### config.mk
export PLATFORM = sky130hd
export DESIGN_NAME = lu_operand_loader
export DESIGN_NICKNAME = d
export VERILOG_FILES = /design/src/rtl/lu_operand_loader.sv
export SDC_FILE = /design/constraint.sdc
export NUM_CORES = 1
export LEC_CHECK = 0
export ABC_AREA = 1
export BUFFER_PORTS_ARGS = -buffer_cell sky130_fd_sc_hd__buf_2
export CAP_MARGIN = 20
export CORE_ASPECT_RATIO = 1.2
export CORE_UTILIZATION = 35
export CTS_CLUSTER_DIAMETER = 30
export CTS_CLUSTER_SIZE = 12
export DETAILED_ROUTE_END_ITERATION = 6
export HOLD_SLACK_MARGIN = 0.02
export PLACE_DENSITY = 0.62
export SLEW_MARGIN = 20
export SYNTH_ARGS = -nofsm -noshare
export SYNTH_HDL_FRONTEND = slang
export SYNTH_SLANG_ARGS = --single-unit
### constraint.sdc
create_clock -name clk -period 2.2 [get_ports clk]
set_input_delay 0.22 -clock clk [delete_from_list [all_inputs] [get_ports clk]]
set_output_delay 0.22 -clock clk [all_outputs]
set_load 0.03 [all_outputs]
### src/rtl/lu_operand_loader.sv
// Byte-serial operand loader: assembles two 32-bit operands from 8-bit beats
// and presents them as one atomic pair to a downstream 32-bit logical unit.
module lu_operand_loader #(
  parameter bit LSB_FIRST = 1'b1
) (
  input  logic        clk,
  input  logic        rst_n,
  input  logic        abort,
  input  logic        in_valid,
  output logic        in_ready,
  input  logic [7:0]  in_data,
  output logic        out_valid,
  input  logic        out_ready,
  output logic [31:0] a,
  output logic [31:0] b
);

  typedef enum logic [1:0] {LOAD_A, LOAD_B, HOLD} state_t;

  state_t      state_q, state_d;
  logic [1:0]  cnt_q, cnt_d;
  logic [31:0] sha_q, sha_d;
  logic [31:0] shb_q, shb_d;
  logic [31:0] a_q, a_d;
  logic [31:0] b_q, b_d;
  logic        out_valid_q, out_valid_d;

  logic        beat_acc;
  logic [1:0]  lane;
  logic [4:0]  lane_lsb;

  assign in_ready  = (state_q == LOAD_A) || (state_q == LOAD_B);
  assign beat_acc  = in_valid && in_ready;
  // For MSB-first streams beat k lands in lane 3-k, which is ~k in two bits.
  assign lane      = LSB_FIRST ? cnt_q : ~cnt_q;
  assign lane_lsb  = {lane, 3'b000};
  assign out_valid = out_valid_q;
  assign a         = a_q;
  assign b         = b_q;

  always_comb begin
    state_d     = state_q;
    cnt_d       = cnt_q;
    sha_d       = sha_q;
    shb_d       = shb_q;
    a_d         = a_q;
    b_d         = b_q;
    out_valid_d = out_valid_q;

    if (abort) begin
      state_d     = LOAD_A;
      cnt_d       = 2'd0;
      sha_d       = 32'h0;
      shb_d       = 32'h0;
      a_d         = 32'h0;
      b_d         = 32'h0;
      out_valid_d = 1'b0;
    end else begin
      case (state_q)
        LOAD_A: begin
          if (beat_acc) begin
            sha_d[lane_lsb +: 8] = in_data;
            cnt_d                = cnt_q + 2'd1;
            if (cnt_q == 2'd3) state_d = LOAD_B;
          end
        end
        LOAD_B: begin
          if (beat_acc) begin
            shb_d[lane_lsb +: 8] = in_data;
            cnt_d                = cnt_q + 2'd1;
            if (cnt_q == 2'd3) begin
              // Publish the whole pair at once, final byte of B included.
              state_d     = HOLD;
              a_d         = sha_q;
              b_d         = shb_d;
              out_valid_d = 1'b1;
            end
          end
        end
        HOLD: begin
          if (out_ready) begin
            state_d     = LOAD_A;
            out_valid_d = 1'b0;
          end
        end
        default: begin
          state_d     = LOAD_A;
          cnt_d       = 2'd0;
          out_valid_d = 1'b0;
        end
      endcase
    end
  end

  always_ff @(posedge clk or negedge rst_n) begin
    if (!rst_n) begin
      state_q     <= LOAD_A;
      cnt_q       <= 2'd0;
      sha_q       <= 32'h0;
      shb_q       <= 32'h0;
      a_q         <= 32'h0;
      b_q         <= 32'h0;
      out_valid_q <= 1'b0;
    end else begin
      state_q     <= state_d;
      cnt_q       <= cnt_d;
      sha_q       <= sha_d;
      shb_q       <= shb_d;
      a_q         <= a_d;
      b_q         <= b_d;
      out_valid_q <= out_valid_d;
    end
  end

endmodule

==> run metrics <==
GRT Residual Overflow=0; Final Max Tran Viols=0; Placed Area=between 0.006 and 0.007 mm2; Max-slew headroom=around 64%; flop-to-flop setup slack=roughly 0.26 ns; WP data required=roughly 2.5 ns; die span in y=141 um; Worst Hold Depth=4; vias in the first global route=~4500; Tot GR Track Use=18.2%; Unique masters post-synth=22; final worst path period share=88.4%; leading cell type in the layout, fill and taps excluded=nand2_1; Syn Inst Count=~700; final wirelength=between 10000 and 15000 um; Die ar.=0.0166 mm2; Syn Nets=726; routed vias/inst=4.55; #FFs+latches synth=125; Crit Path Class=reg -> reg; Rows=50; Post-synth EDFFs=0; antenna-violating nets left=0; DR iter-0 viols=285; Min-Delay Path Class=in -> reg; htree depth=4; commonest non-fill, non-tap cells in the layout=nand2_1, dfrtp_1, buf_2; Non-Filler Instances=about 1000; Remaining DRCs=0; Worst-path clk slew=0.06 ns; Final setup viols=0; routed len/inst=13.7 um; outcome=finished clean; first-pass GRT wire length=23600 um; Syn-to-layout area delta=22.3%; CTS root buffer=clkbuf_16; total number of vias=4596; R2R Path End=shb_q[14]; Hold Startpoint=out_ready; R2R depth=6; Syn Std Cell Area=~0.0056 mm2; CTS tree=done; Avg Inst Size Synth=7.95 um2; routability cong.=a little under 0.9; Tmin final=between 1.5 and 2 ns; PortBufs=78; WP data arrival=2.29 ns; Cell Pwr Density=869 mW/mm2; largest net degree at the start of global routing=between 50 and 60; Max IR drop VDD=511 uV; Num CTS Buffers=17; Worst-Skew Late Latency=between 0.4 and 0.5 ns; antenna violations before repair=1; FILL cells=around 1600; Crit Reg-Reg Startpoint=cnt_q[0]; Syn. warnings=0; number of placed I/O pins=79; core area=0.0156 mm2; ANT cells=0; placed insts=978; post-route cell area=0.00689 mm2; Hold EP=state_q[1]; RSZ-0062 raised after global routing=false; Worst-Margin Slew=0.535 ns; DR pass1 iterations=7; Sink Count=125; Initial Util=36.0%; share of post-route cells with drive strength above 1=17.8%; HPWL Detailed=9640 um; number of max-cap violations=0; Total Nets Final=808; leakage=4.00 nW; CP Launch Type=register; sequential share of the synthesized area=55.6%; setup TNS=0 ns; Max FO, Critical Path=12; fmax=~0.51 GHz; Clock Skew=between 0.009 and 0.01 ns; Max Buffers Root-to-Sink=2; asr flop ratio synth=100%; crit end category=register; dominant register cell in the synthesized netlist=dfrtp_1; Hold Vio Cnt, Final=0; Die W=roughly 120 um
## Yosys cell counts (2+ instances only)
cell type / instances / area [um2]
nand2_1: 394 / 1480
dfrtp_1: 125 / 3130
nand3_1: 45 / 225
nor2_1: 36 / 135
inv_1: 27 / 101
buf_2: 16 / 80.1
o21ai_1: 13 / 65.1
o21ai_0: 9 / 45.0
buf_6: 6 / 67.6
inv_2: 6 / 22.5
buf_4: 5 / 37.5
ha_1: 5 / 62.6
nand2_2: 4 / 25.0
nor2_2: 4 / 25.0
nand4_1: 3 / 18.8
nor2_4: 3 / 33.8
nand3_4: 2 / 35.0
## cell type report
| cell class | instances | area, um2 | area share [%] |
|---|---|---|---|
| multi-input combinational | 522 | 2180 | 31.7 |
| sequential | 125 | 3130 | 45.4 |
| clock inverter | 14 | 218 | 3.16 |
| clock buffer | 18 | 429 | 6.23 |
| inverter | 34 | 133 | 1.93 |
| timing repair buffer | 90 | 536 | 7.77 |
| tap | 208 | 260 | 3.78 |
## repair_timing
item,in CTS,in global routing
hold endpoints to repair,20,0
buffers inserted,0,0
resized for setup,0,0
hold buffers,1,0
## cells by family after synthesis
logic type	after synthesis	share of synthesized area (%)
DFF	125	55.6
AOI/OAI and AO/OA	23	2.11
and+or+nand+nor	494	35.6
buffers and inverters	61	5.64
adders and majority gates	5	1.11
## layer usage
layer	global-route usage, %	vias up	routed length (um)
met2	28.9	93	6460
li1	-	2349	-
met4	8.77	2	359
met5	0	-	8
met1	23.6	2129	6520
met3	3.76	23	483
## how the worst max path moves through the flow
stage,slack [ns],startpoint,depth (start not counted),end
2_1_floorplan,0.42,cnt_q[0],8,b[1]
5_1_grt,0.009,cnt_q[0],6,shb_q[14]
4_1_cts,0.27,cnt_q[0],6,shb_q[14]
3_3_place_gp,0.35,cnt_q[0],6,b[11]
6_report,0.26,cnt_q[0],6,shb_q[14]
3_5_place_dp,0.32,cnt_q[0],6,b[11]
## worst max-delay path, cell delays in order (launching register included)
cell,delay [ns]
dfrtp_1,0.44
inv_1,0.13
ha_1,0.40
nand3_1,0.42
o21ai_1,0.33
nand2_1,0.08
nand2_1,0.08
## state kept, by name, summed over array words and instances, names as in the netlist
| register | flops |
|---|---|
| a | 32 |
| b | 32 |
| sha_q | 32 |
| shb_q | 24 |
| cnt_q | 2 |
| state_q | 2 |
| out_valid | 1 |
## power by group
| part | total [mW] | internal, mW | switching, mW |
|---|---|---|---|
| combinational | 0.525 | 0.126 | 0.399 |
| sequential | 2.39 | 2.36 | 0.0363 |
| clock | 3.07 | 2.01 | 1.05 |
## through the flow
step / hold WS, ns / total power [mW] / util [%] / setup slack, ns
2_1_floorplan: -0.0756 / 2.78 / - / 0.418
3_3_place_gp: 0.149 / 2.96 / 39.8 / 0.347
3_5_place_dp: 0.150 / 2.96 / 39.8 / 0.322
4_1_cts: 0.129 / 6.05 / 44.0 / 0.266
5_1_grt: 0.140 / 6.23 / 44.0 / 0.00918
6_report: 0.133 / 5.99 / 44.0 / 0.256
Power figures use the tool's default switching activity.
